**src/rtl/redstone_pkg.sv**
```systemverilog
// Shared definitions for the comparator-based redstone strength link.
// Used by the frame transmitter and, later, by the matching receiver.
package redstone_pkg;

    typedef logic [3:0] redstone_t;

    localparam redstone_t SS_IDLE         = 4'd0;
    localparam redstone_t SS_START        = 4'd15;
    localparam redstone_t SS_DIGIT_OFFSET = 4'd1;

    typedef enum logic [1:0] {
        IDLE  = 2'd0,
        START = 2'd1,
        DIGIT = 2'd2,
        CHECK = 2'd3
    } tx_state_t;

    // Octal digit 0..7 maps to strength 1..8 so a digit never reads as a gap.
    function automatic redstone_t digit_level(input logic [2:0] digit);
        return redstone_t'({1'b0, digit}) + SS_DIGIT_OFFSET;
    endfunction

endpackage

```
**src/rtl/ss_symbol_timer.sv**
```systemverilog
// Per-symbol tick timer: HOLD ticks of level followed by GAP ticks of zero.
// Down-counts from HOLD+GAP-1 to 0; terminal count marks the last gap tick.
module ss_symbol_timer #(
    parameter int HOLD = 2,
    parameter int GAP  = 1
) (
    input  logic clk,
    input  logic reset,
    input  logic clear,
    input  logic enable,
    output logic phase_hold,
    output logic sym_end
);

    localparam int LEN = HOLD + GAP;
    localparam int CW  = (LEN > 2) ? $clog2(LEN) : 1;
    localparam logic [CW-1:0] LAST  = CW'(LEN - 1);
    localparam logic [CW-1:0] GAP_C = CW'(GAP);

    logic [CW-1:0] cnt_q;
    logic [CW-1:0] cnt_d;

    always_comb begin
        cnt_d = cnt_q - 1'b1;
        if (clear || !enable || (cnt_q == '0)) begin
            cnt_d = LAST;
        end
    end

    // phase_hold describes the tick about to start, so the owner can register
    // its line level in the same edge the count advances.
    assign phase_hold = (cnt_d >= GAP_C);
    assign sym_end    = enable && (cnt_q == '0);

    always_ff @(posedge clk) begin
        if (reset) begin
            cnt_q <= LAST;
        end else begin
            cnt_q <= cnt_d;
        end
    end

endmodule

```
**src/rtl/ss_frame_tx.sv**
```systemverilog
// Signal-strength frame transmitter: start mark, octal digits MSB first,
// then a mod-8 checksum level, each held HOLD ticks and followed by GAP zeros.
//
// state | meaning
// IDLE  | line at 0, in_ready high, waiting for a word
// START | driving the start mark (15)
// DIGIT | driving octal digit digit_q of the latched word (1..8)
// CHECK | driving the checksum level, then pulse done
module ss_frame_tx
    import redstone_pkg::*;
#(
    parameter int WIDTH = 12,
    parameter int HOLD  = 2,
    parameter int GAP   = 1
) (
    input  logic             clk,
    input  logic             reset,
    input  logic [WIDTH-1:0] in_data,
    input  logic             in_valid,
    output logic             in_ready,
    output logic [3:0]       ss_out,
    output logic             busy,
    output logic             done
);

    localparam int DIGITS = WIDTH / 3;
    localparam int DW     = (DIGITS > 1) ? $clog2(DIGITS) : 1;
    localparam logic [DW-1:0] LAST_DIGIT = DW'(DIGITS - 1);

    tx_state_t        state_q, state_d;
    logic [DW-1:0]    digit_q, digit_d;
    logic [WIDTH-1:0] data_q, data_d;
    redstone_t        ss_out_q, ss_out_d;
    logic             in_ready_q, in_ready_d;
    logic             done_q, done_d;

    logic       accept;
    logic       phase_hold;
    logic       sym_end;
    logic [2:0] checksum;
    logic [2:0] sel_digit;
    redstone_t  level_d;

    assign accept = in_valid && in_ready_q;

    ss_symbol_timer #(
        .HOLD (HOLD),
        .GAP  (GAP)
    ) u_timer (
        .clk        (clk),
        .reset      (reset),
        .clear      (accept),
        .enable     (state_q != IDLE),
        .phase_hold (phase_hold),
        .sym_end    (sym_end)
    );

    always_comb begin
        checksum = '0;
        for (int i = 0; i < DIGITS; i++) begin
            checksum = checksum + data_q[3*i +: 3];
        end
    end

    always_comb begin
        state_d = state_q;
        digit_d = digit_q;
        data_d  = data_q;
        done_d  = 1'b0;
        case (state_q)
            IDLE: begin
                if (accept) begin
                    state_d = START;
                    data_d  = in_data;
                    digit_d = '0;
                end
            end
            START: begin
                if (sym_end) begin
                    state_d = DIGIT;
                    digit_d = '0;
                end
            end
            DIGIT: begin
                if (sym_end) begin
                    if (digit_q == LAST_DIGIT) begin
                        state_d = CHECK;
                    end else begin
                        digit_d = digit_q + 1'b1;
                    end
                end
            end
            CHECK: begin
                if (sym_end) begin
                    state_d = IDLE;
                    done_d  = 1'b1;
                end
            end
            default: state_d = IDLE;
        endcase
    end

    // Digit 0 is the most significant octal digit of the word.
    always_comb begin
        sel_digit = '0;
        for (int i = 0; i < DIGITS; i++) begin
            if (digit_d == DW'(i)) begin
                sel_digit = data_q[WIDTH-1-3*i -: 3];
            end
        end
    end

    always_comb begin
        case (state_d)
            START:   level_d = SS_START;
            DIGIT:   level_d = digit_level(sel_digit);
            CHECK:   level_d = digit_level(checksum);
            default: level_d = SS_IDLE;
        endcase
        ss_out_d   = ((state_d != IDLE) && phase_hold) ? level_d : SS_IDLE;
        in_ready_d = (state_d == IDLE);
    end

    always_ff @(posedge clk) begin
        if (reset) begin
            state_q    <= IDLE;
            digit_q    <= '0;
            data_q     <= '0;
            ss_out_q   <= SS_IDLE;
            in_ready_q <= 1'b1;
            done_q     <= 1'b0;
        end else begin
            state_q    <= state_d;
            digit_q    <= digit_d;
            data_q     <= data_d;
            ss_out_q   <= ss_out_d;
            in_ready_q <= in_ready_d;
            done_q     <= done_d;
        end
    end

    assign in_ready = in_ready_q;
    assign busy     = ~in_ready_q;
    assign ss_out   = ss_out_q;
    assign done     = done_q;

endmodule
```
**config.mk**
```make
export PLATFORM = sky130hd
export DESIGN_NAME = ss_frame_tx
export DESIGN_NICKNAME = d
export VERILOG_FILES = /design/src/rtl/redstone_pkg.sv /design/src/rtl/ss_symbol_timer.sv /design/src/rtl/ss_frame_tx.sv
export SDC_FILE = /design/constraint.sdc
export NUM_CORES = 1
export LEC_CHECK = 0
export ABC_AREA = 1
export CORE_MARGIN = 4
export CORE_UTILIZATION = 25
export CTS_CLUSTER_DIAMETER = 30
export DETAILED_ROUTE_END_ITERATION = 8
export GPL_TIMING_DRIVEN = 0
export SYNTH_ARGS = -nofsm -noshare
export SYNTH_HDL_FRONTEND = slang
export SYNTH_HIERARCHICAL = 1
export SYNTH_SLANG_ARGS = --single-unit
```
**constraint.sdc**
```tcl
create_clock -name clk -period 5.4 [get_ports clk]
set_input_delay 0.54 -clock clk [delete_from_list [all_inputs] [get_ports clk]]
set_output_delay 0.54 -clock clk [all_outputs]
set_load 0.05 [all_outputs]
```
* Yosys cells after proc, flatten, opt, wreduce, memory -nomap -nowiden
Index checks and enable logic that the tools add are counted.
** Word-level totals
- Register bits after elaboration :: 24
- Input port bits :: 15
- Logic and storage cells :: 61
** Operators by class
- Add/subtract/negate cells :: 7
- $lt $le $gt $ge :: 1
- Equality and inequality tests :: 10
- Muxes and demuxes :: 18
- Bitwise gates (word level) :: 3
- Reductions and logical operators :: 15
** Operator list (count)
- $mux W2 :: 10
- $eq A2 B2 Y1 const B :: 7
- $mux W3 :: 4
- $pmux W4 S3 :: 1
- $add A3 B3 Y3 :: 3
- $add A3 B1 Y4 const B :: 2
- $logic_not A2 Y1 :: 4
- $pmux W2 S4 :: 1
- $eq A2 B1 Y1 const B :: 3
- $pmux W2 S3 :: 1
- $reduce_bool A2 Y1 :: 2
- $reduce_or A2 Y1 :: 2
- $logic_and A1 B1 Y1 :: 3
- $not A1 Y1 :: 3
- $add A2 B1 Y2 const B :: 1
- $ge A2 B1 Y1 const B :: 1
- $logic_or A1 B1 Y1 :: 2
- $reduce_and A2 Y1 :: 1
- $sub A2 B1 Y2 const B :: 1
- $logic_not A1 Y1 :: 1
- $mux W1 :: 1

* Depth between registers and ports, before layout
- Depth in word-level cells :: 11
- Mapped depth :: 21
- Depth with buffers taken out :: 21

* Hierarchy
Netlist, hierarchy kept.
** By module, submodules not included
- ss_frame_tx :: instances 1, cells an instance 185, area an instance 1251.2 um^2, sequential area each 440.4 um^2
- ss_symbol_timer :: instances 1, cells an instance 16, area an instance 108.9 um^2, sequential area each 40.0 um^2

* Worst setup path after synthesis
Ideal clock, no wire load.
- Kind :: register to register
- From :: register data_q[1]
- To :: register ss_out_q[2], in the netlist ss_out[2]
- Arrival :: 2.451 ns
- Required time :: 5.291 ns
- Setup slack :: 2.841 ns
- Cell stages (with the launch flop) :: 15
- Path buffers :: 0
- Cells stage by stage :: dfxtp_1 inv_1 fa_1 inv_1 fa_1 ha_1 xnor2_1 xnor2_1 or2_2 nand3_1 nand2_1 nand2_1 nand3b_1 nand2_1 inv_1
** On the way
- Word-level cells in the longest chain between the ends :: 5
- Elaborated cells between the ends (all ways) :: 7
- Those cells by class :: 5 x add/sub; 2 x mux
** RTL lines
- start, declared :: RTL line ss_frame_tx.sv:32 : logic [WIDTH-1:0] data_q, data_d;
- start signal, assigned :: RTL line ss_frame_tx.sv:135 : data_q <= data_d;
- $add A3 B3 Y3 (3 in a row) :: RTL line ss_frame_tx.sv:61 : checksum = checksum + data_q[3*i +: 3];
- $add A3 B1 Y4 :: RTL line redstone_pkg.sv:20 : return redstone_t'({1'b0, digit}) + SS_DIGIT_OFFSET;
- $pmux W4 S3 (*) :: RTL line ss_frame_tx.sv:114 : case (state_d)
- end signal, assigned :: RTL line ss_frame_tx.sv:136 : ss_out_q <= ss_out_d;
- end, declared :: RTL line ss_frame_tx.sv:33 : redstone_t ss_out_q, ss_out_d;
Every way passes the cells marked *; elsewhere a longest branch is shown, timed or not.
A chain may end at the register's enable or synchronous reset.

* Worst setup path after layout
- From :: register data_q[1]
- To :: register ss_out_q[3], in the netlist ss_out[3]
Same word-level chain as after synthesis.

==> results.sh <==
export IMPL_outcome="finished, final reports clean"
export IMPL_end_kind="register"
export IMPL_wire_per_inst_um=9.437
export IMPL_grt_pass1_vias=1140
export IMPL_cts_buffer_depth=2
export IMPL_p_leak_nw=0.7808
export IMPL_multi_input_area_um2=740.7
export IMPL_die_x_um=81.76
export IMPL_ant_nets=0
export IMPL_rsz0062_at_grt="no"
export IMPL_io_pins=22
export IMPL_slew_headroom_pct=67.23
export IMPL_min_period_ns=2.694
export IMPL_clock_latency_ns=0.26
export IMPL_coreArea_mm2=0.005205
export IMPL_drv_slew=0
export IMPL_first_pass_iters=4
export IMPL_finalPower_mw=0.4531
export IMPL_finalSetupViolCount=0
export IMPL_numCtsBuffers=3
export IMPL_drcViolationCount=0
export IMPL_antenna_found_initial=0
export IMPL_areaGrowthSynthToFinish_pct=24.93
export IMPL_crit_path_end="ss_out[3]"
export IMPL_max_vdd_ir_drop_uv=98.45
export IMPL_hpwl_um=2229
export IMPL_yosysWarnings=6
export IMPL_critical_path_reg2reg_startpoint="data_q[1]"
export IMPL_drt_total_wl_um=2784
export IMPL_required_ns=5.61
export IMPL_reg2reg_to="ss_out[3]"
export IMPL_post_cts_resized=0
export IMPL_gp_congestion=0.8222
export IMPL_tightest_slew_ns=0.4900
export IMPL_htreeDepth=1
export IMPL_period_share_pct=49.89
export IMPL_drt_iter0_markers=78
export IMPL_reg2reg_depth=13
export IMPL_diodes=0
export IMPL_cts_hold_buf=0
export IMPL_start_kind="register"
export IMPL_hold_slack_ns=0.5004
export IMPL_synthCells=201
export IMPL_syn_avg_cell_area_um2=6.766
export IMPL_drive_gt1_share_pct=7.556
export IMPL_synth_cell_types=25
export IMPL_drv_cap=0
export IMPL_finClkSkew_ns=0.001574
export IMPL_path_class="register to register"
export IMPL_portBuffers=21
export IMPL_via_count=1180
export IMPL_ys_seq_area_share_pct=35.33
export IMPL_cts_tree="done"
export IMPL_grt_start_max_net_pins=13
export IMPL_fillerInstances=592
export IMPL_ys_ff_latch=24
export IMPL_die_y_um=81.76
export IMPL_power_density_mw_per_mm2=266.7
export IMPL_cts_setup_buffers=0
export IMPL_syn_area_mm2=0.001360
export IMPL_fin_setup_tns_ns=0
export IMPL_grt_pass1_wl_um=4933
export IMPL_crit_fanout=2
export IMPL_start_util_pct=26.13
export IMPL_reg2reg_slack_ns=2.71
export IMPL_cts_clk_slew_worst_paths_ns=0.08
export IMPL_critical_path_arrival_ns=2.90
export IMPL_fin_nets=249
export IMPL_grtUsageTotal_pct=9.543
export IMPL_vias_per_cell=4.000
export IMPL_grt_overflow_total=0
export IMPL_worstHoldPathType="register to register"
export IMPL_cts_sinks=24
export IMPL_startpoint="data_q[1]"
export IMPL_synthesis_nets=223
export IMPL_fmax_ghz=0.3712
export IMPL_std_cell_rows=26
export IMPL_hold_viol=0
export IMPL_die_area_mm2=0.006684
export IMPL_clk_root_buffer_cell="clkbuf_8"
export IMPL_ff_latch_area_um2=480.5
[metal layers]
metal / share of wire, % / global-route usage [%] / up-vias
met4: 0.83 / 3.156 / 0
met3: 5.8 / 3.180 / 2
met2: 41 / 15.67 / 27
met5: 0 / 0 / -
li1: - / - / 675
met1: 52 / 11.67 / 476
[registers in the layout (all words and copies together) (netlist names)]
register and count:
data_q 12, ss_out 4, digit_q 2, state_q 2
u_timer/cnt_q 2, done 1, in_ready 1
[worst max-delay path, stage by stage (launching register included)]
cell	delay [ns]
dfxtp_1	0.35
inv_1	0.08
fa_1	0.53
inv_1	0.05
fa_1	0.45
ha_1	0.22
xnor2_1	0.14
xnor2_1	0.14
or2_2	0.27
nand3_1	0.08
nand2_1	0.08
nor2_1	0.09
nand2_1	0.07
a21oi_2	0.10
[cells in the mapped netlist (all sizes together)]
library cell,number,share of area (%)
xor2,1,0.64
a21oi,11,4.6
fa,3,4.4
nor3,1,0.37
nor2,31,9.8
dfxtp,24,35
inv,34,9.4
clkbuf,2,0.55
ha,4,3.7
nand2,48,13
o21ai,17,6.5
xnor2,4,2.6
nand3,11,4.0
nand3b,2,1.1
or2,2,0.92
buf,1,0.28
nand4,5,2.3
[layout by cell type (no fill, tap or decap)]
cell,netlist,layout
or2_1,1,1
buf_1,1,1
nand3b_1,2,2
nand4_1,5,5
clkbuf_1,2,2
nand2_1,47,47
o21ai_2,1,1
xor2_1,1,1
a21oi_2,2,2
nor3_1,1,1
nor2_4,1,1
a21oi_1,9,9
nand3_1,11,11
o21ai_0,12,12
fa_1,3,3
clkbuf_8,0,3
xnor2_1,4,4
dfxtp_1,24,24
ha_1,4,4
inv_1,30,30
clkdlybuf4s50_1,0,21
o21ai_1,4,4
or2_2,1,1
nor2_2,4,4
nand2_2,1,1
nor2_1,26,26
inv_2,4,4
[power by group]
part | internal, mW | leakage [nW] | switching, mW
Sequential | 0.194 | 0.198 | 0.0119
Clock | 0.0499 | 0.0216 | 0.0551
Combinational | 0.0570 | 0.562 | 0.0848
[kinds of logic (layout without fill, tap and decap cells)]
| group | count (synthesis) | in the layout | share of synthesized area (%) |
|---|---|---|---|
| and+or+nand+nor | 100 | 100 | 32.01 |
| buffers and inverters | 37 | 61 | 10.21 |
| AOI/OAI and AO/OA | 28 | 28 | 11.13 |
| DFF | 24 | 24 | 35.33 |
| adders and majority gates | 7 | 7 | 8.096 |
| xor gates and xnor gates | 5 | 5 | 3.220 |
[per-stage QoR]
| step | area [µm²] | utilization (%) | std cells | setup slack (ns) |
|---|---|---|---|---|
| 2_1_floorplan | 1360 | - | 201 | 2.841 |
| 3_3_place_gp | 1658 | 31.85 | 292 | 2.722 |
| 3_5_place_dp | 1658 | 31.85 | 292 | 2.711 |
| 4_1_cts | 1699 | 32.64 | 295 | 2.701 |
| 5_1_grt | 1699 | 32.64 | 295 | 2.469 |
| 6_report | 1699 | 32.64 | 295 | 2.706 |
[layout make-up]
type,instances,area share [%]
sequential,24,28.28
timing repair buffer,21,12.37
clock buffer,3,2.430
tap,70,5.155
inverter,34,7.511
multi-input combinational,140,43.59
buffer,3,0.6627
[how the worst min path moves through the flow]
stage | startpoint | end | slack, ns | cells after the start
after detailed placement | data_q[7] | data_q[7] | 0.49 | 2
final | data_q[5] | data_q[5] | 0.50 | 2
after global placement | data_q[5] | data_q[5] | 0.48 | 2
after floorplan | data_q[6] | data_q[6] | 0.46 | 2
after CTS | data_q[7] | data_q[7] | 0.50 | 2
after global routing | data_q[5] | data_q[5] | 0.53 | 2
No activity file was read; power rests on OpenSTA's default activity.
==> patch 1, RTL diff (same settings) <==
Encoding of `tx_state_t`: now Gray code (2 bits for 4 states).
--- a/src/rtl/redstone_pkg.sv
+++ b/src/rtl/redstone_pkg.sv
@@ -10,8 +10,8 @@
 
     typedef enum logic [1:0] {
-        IDLE  = 2'd0,
-        START = 2'd1,
-        DIGIT = 2'd2,
-        CHECK = 2'd3
+        IDLE  = 2'b00,
+        START = 2'b01,
+        DIGIT = 2'b11,
+        CHECK = 2'b10
     } tx_state_t;
 
Behaviour: same outputs for any inputs over 10 cycles, from zero or initial values and one cycle with reset high; not proved beyond that.
==> patch 1 against the unedited design <==
Sequential share of layout area grew 0.51 points. Sequential cell count is the same. Cell area shrank 1.8%. Total power shrank 2.7%. Routed wire length shrank 6.4%. First-iteration DRC count shrank 45%. Synthesized area shrank 3.2%. Setup slack gained 0.011 ns. Maximum frequency grew 0.42%. Largest power group unchanged.
==> patch 1: results (changes against the unedited design) <==
first-pass GRT wire length = 4450 um (-9.8%)
highest net fanout along the worst path = 2 (unchanged)
Cell variety after synth = 26 (+4.0%)
initial antenna violation count = 0 (unchanged)
CTS Buf Count = 3 (unchanged)
HPWL after DPL = 2110 um (-5.3%)
most common library cells after synthesis = nand2_1, nor2_1, inv_1
Largest register FFs = 12 (unchanged)
family with the most delay on the worst path = adder cells
hold wc startpoint = data_q[7]$_SDFFE_PP0P_
Area contributors post-synth = dfxtp_1, nand2_1, nor2_1
via count = 1122 (-4.9%)
Top reg by flops = data_q
Post-synth top flop = dfxtp_1
Arr. time, crit path = 2.90 ns (about the same)
status = complete, no violations
RePlAce Congestion = 0.838 (+1.9%)
hold endpoint = data_q[7]$_SDFFE_PP0P_
clock buffer depth = 2 (unchanged)
leakage = 0.738 nW (-5.5%)
first-iteration detailed-routing DRC count = 43 (-45%)
Hold Path Stages = 2 (unchanged)
diode count = 0 (unchanged)
Reg2Reg Depth = 13 (unchanged)
cts repair resizes = 0 (unchanged)
worst reg-to-reg setup slack = 2.72 ns
largest net degree at the start of global routing = 14 (+1)
synthesized netlist cell count = 185 (-8.0%)
H-tree depth = 1 (unchanged)
Async SR Flop Fraction = 0% (unchanged)
TritonRoute pass-1 iters = 4 (unchanged)
post-CTS setup buffer count = 0 (unchanged)
clock root cell = clkbuf_8
post-synthesis sequential area ratio = 36.5% (+1.2 points)
post-synthesis net count = 207 (-7.2%)
yosys warns = 6 (unchanged)
post-placement cell area = 1610 um2 (-2.6%)
Critical R2R Capture = ss_out[2]$_SDFF_PP0_
slowest CP cell = fa_1
layout cells sized above 1 = 12.9% (+5.3 points)
switching part of the total power = 30.6% (-2.9 points)
clk slew on worst S/H paths = 0.08 ns (about the same)
Clock Latency Late Sink = 0.26 ns (about the same)
GRT Total Usage = 8.88% (-0.66 points)
port bufs = 21 (unchanged)
placed insts = 276 (-5.5%)
critical path's largest stage delay = 0.54 ns
maximum VDD drop = 0.147 mV (+49%)
worst hold path type = reg -> reg
routed vias/inst = 4.01 (+0.18%)
DRT Wirelength = 2610 um (-6.4%)
Post-layout nets = 233 (-6.4%)
clk_skew = 0.00137 ns (-0.000205 ns)
FF-to-FF Start = data_q[1]$_SDFFE_PP0P_
Tightest Pin Transition = 0.498 ns (+0.00767 ns)
-- patch 1: changes by cell type in the layout (fill, tap and decap cells not counted), moves of 3 or more --
cell,unedited run,this run
nand4_1,5,2
a21oi_1,9,5
nand2_1,47,31
nor2_1,26,29
nand2_2,1,10
inv_1,30,25
-- patch 1: logic make-up after synthesis --
| logic type | count (synthesis) | synth area share (%) |
|---|---|---|
| and+or+nand+nor | 91 | 31.7 |
| xor gates and xnor gates | 5 | 3.33 |
| buffers and inverters | 33 | 9.98 |
| DFF | 24 | 36.5 |
| AOI/OAI and AO/OA | 25 | 10.1 |
| adders and majority gates | 7 | 8.37 |
-- patch 1: layout make-up --
type	count	area (um2)
plain buffers	3	18.8
clock buffers	4	55.1
fillers	587	3440
inverters	30	113
multi-input cells	128	704
flip-flops and latches	24	480
well taps	70	87.6
repair buffers	21	210
-- patch 1: how the worst max path moves through the flow --
stage	from	end	cells after the start
2_1_floorplan	data_q[1]$_SDFFE_PP0P_	ss_out[2]$_SDFF_PP0_	13
3_3_place_gp	data_q[1]$_SDFFE_PP0P_	ss_out[2]$_SDFF_PP0_	13
3_5_place_dp	data_q[1]$_SDFFE_PP0P_	ss_out[2]$_SDFF_PP0_	13
4_1_cts	data_q[1]$_SDFFE_PP0P_	ss_out[2]$_SDFF_PP0_	13
5_1_grt	data_q[1]$_SDFFE_PP0P_	ss_out[3]$_SDFF_PP0_	13
6_report	data_q[1]$_SDFFE_PP0P_	ss_out[2]$_SDFF_PP0_	13
-- patch 1: worst register-to-register path: cells and delay by family (launching register included) --
kind | cells | cell delay, ns
fa+ha+maj | 4 | 1.48
flops | 1 | 0.34
buf+inv | 4 | 0.21
simple gates | 5 | 0.59
-- patch 1: layer usage --
layer  global-route usage (%)  share of wire (%)  vias to the layer above
li1                         -                  -                      617
met1                     10.8                 50                      480
met2                     14.5                 43                       23
met3                     3.14                6.0                        2
met4                     3.04               0.65                        0
met5                        0                  0                        -
-- patch 1: power groups by stage --
| stage | Combinational (mW) | Sequential, mW | Clock [mW] |
|---|---|---|---|
| floorplan | 0.0695 | 0.219 | 0 |
| global placement | 0.117 | 0.207 | 0 |
| detailed placement | 0.118 | 0.207 | 0 |
| CTS | 0.119 | 0.203 | 0.126 |
| global route | 0.134 | 0.205 | 0.135 |
| finish | 0.118 | 0.203 | 0.120 |
-- patch 1: stage by stage --
stage,worst slack (ns),hold WS (ns)
after floorplan,2.87,0.457
after global placement,2.73,0.487
after detailed placement,2.74,0.486
after CTS,2.70,0.499
after global routing,2.54,0.551
final,2.72,0.500
==> patch 2, RTL diff (config.mk and constraints unchanged) <==
Made on the original files. `HOLD` is set to 2 in 2 places; all go to 1.
--- a/src/rtl/ss_symbol_timer.sv
+++ b/src/rtl/ss_symbol_timer.sv
@@ -2,5 +2,5 @@
 // Down-counts from HOLD+GAP-1 to 0; terminal count marks the last gap tick.
 module ss_symbol_timer #(
-    parameter int HOLD = 2,
+    parameter int HOLD = 1,
     parameter int GAP  = 1
 ) (
--- a/src/rtl/ss_frame_tx.sv
+++ b/src/rtl/ss_frame_tx.sv
@@ -11,5 +11,5 @@
 #(
     parameter int WIDTH = 12,
-    parameter int HOLD  = 2,
+    parameter int HOLD  = 1,
     parameter int GAP   = 1
 ) (
Behaviour: not the same (Yosys sat finds a counterexample within 4 cycles, from zero or initial values and one cycle with reset high).
==> patch 2 against the unedited design <==
Setup slack got worse by 0.012 ns. First-iteration DRC count shrank 12%. Sequential power fell by 3%. Count of clock-buffer cells in the layout unchanged. Total power decreased by 0.98%. Highest routed layer unchanged. Cell area down 3.5%. Cell count is 3.4% lower. Utilization is 0.97 points higher. Routed wire length shrank 3.2%. Sequential cell count decreased by 1. Synthesized area fell by 4.4%. Critical path depth stayed put. Maximum frequency shrank 0.45%. Non-clock buffer count did not move.
==> patch 2: results (changes against the unedited design) <==
first-pass GRT wire length = 5110 um (+3.6%)
maximum VDD drop = 0.162 mV (+65%)
routed vias/inst = 4.06 (+1.5%)
first-iteration detailed-routing DRC count = 69 (-12%)
clock buffer depth = 2 (unchanged)
Async SR Flop Fraction = 0% (unchanged)
Area contributors post-synth = dfxtp_1, nand2_1, inv_1
Post-layout nets = 240 (-3.6%)
leakage = 0.741 nW (-5.1%)
status = complete, no violations
most common library cells after synthesis = nand2_1, inv_1, nor2_1
switching part of the total power = 34.0% (+0.49 points)
non-filler instance count after layout = 285 (-3.4%)
Hold Path Stages = 3 (+1)
slew margin rel. = 67.0% (-0.18 points)
post-synthesis sequential area ratio = 35.4% (+0.092 points)
post-synthesis net count = 214 (-4.0%)
Top reg by flops = data_q
GRT Total Usage = 9.93% (+0.38 points)
layout cells sized above 1 = 8.26% (+0.70 points)
drt wl/cell = 9.45 um (+0.16%)
hold wc startpoint = u_timer/cnt_q$_SDFF_PP1_
HPWL after DPL = 2190 um (-1.8%)
largest net degree at the start of global routing = 14 (+1)
post-placement cell area = 1590 um2 (-3.8%)
Place WS = 2.71 ns (+0.00128 ns)
hold endpoint = u_timer/cnt_q$_SDFF_PP1_
Hold Slack = 0.491 ns (-0.00963 ns)
Post-synth top flop = dfxtp_1
RePlAce Congestion = 0.811 (-1.4%)
clk_skew = 0.00579 ns (+0.00421 ns)
vias in the first global route = 1162 (+1.9%)
synthesized netlist cell count = 193 (-4.0%)
## patch 2: cell count changes in the layout (fill, tap and decap cells not counted), sizes merged
cell,unedited run,this run
nand4,5,3
clkinv,0,1
inv,34,31
ha,4,3
nand2,48,47
dfxtp,24,23
## patch 2: worst max-delay path, delay by kind of cell (launching register included)
kind                     cells  cell delay [ns]
adder cells (fa/ha/maj)      3             1.20
AND/OR/NAND/NOR              5             0.59
XOR/XNOR                     2             0.26
AO/OA/AOI/OAI                1             0.11
buffers and inverters        2             0.12
flip-flops                   1             0.35
## patch 2: cells by family after synthesis
family / after synthesis / share of synthesized area [%]
and+or+nand+nor: 97 / 32.2
DFF: 23 / 35.4
xor gates and xnor gates: 5 / 3.37
AOI/OAI and AO/OA: 28 / 11.6
adders and majority gates: 6 / 7.51
buffers and inverters: 34 / 9.82
## patch 2: layout make-up
| cell class | count | area, um2 |
|---|---|---|
| plain buffers | 3 | 11.3 |
| well taps | 67 | 83.8 |
| flip-flops and latches | 23 | 460 |
| inverters | 31 | 116 |
| clock buffers | 3 | 41.3 |
| repair buffers | 21 | 210 |
| multi-input cells | 136 | 712 |
| clock inverters | 1 | 5.00 |
| fillers | 563 | 3240 |
## patch 2: routing by layer
metal / up-vias / GRT usage, % / routed length, um
li1: 653 / - / -
met1: 476 / 13.4 / 1440
met2: 24 / 15.9 / 1080
met3: 4 / 2.80 / 143
met4: 0 / 1.69 / 30
met5: - / 0 / 0
## patch 2: power groups by stage
stage | Combinational [mW] | Clock, mW | Sequential, mW
2_1_floorplan | 0.0854 | 0 | 0.219
3_3_place_gp | 0.144 | 0 | 0.203
3_5_place_dp | 0.145 | 0 | 0.203
4_1_cts | 0.145 | 0.112 | 0.199
5_1_grt | 0.165 | 0.120 | 0.201
6_report | 0.144 | 0.106 | 0.199
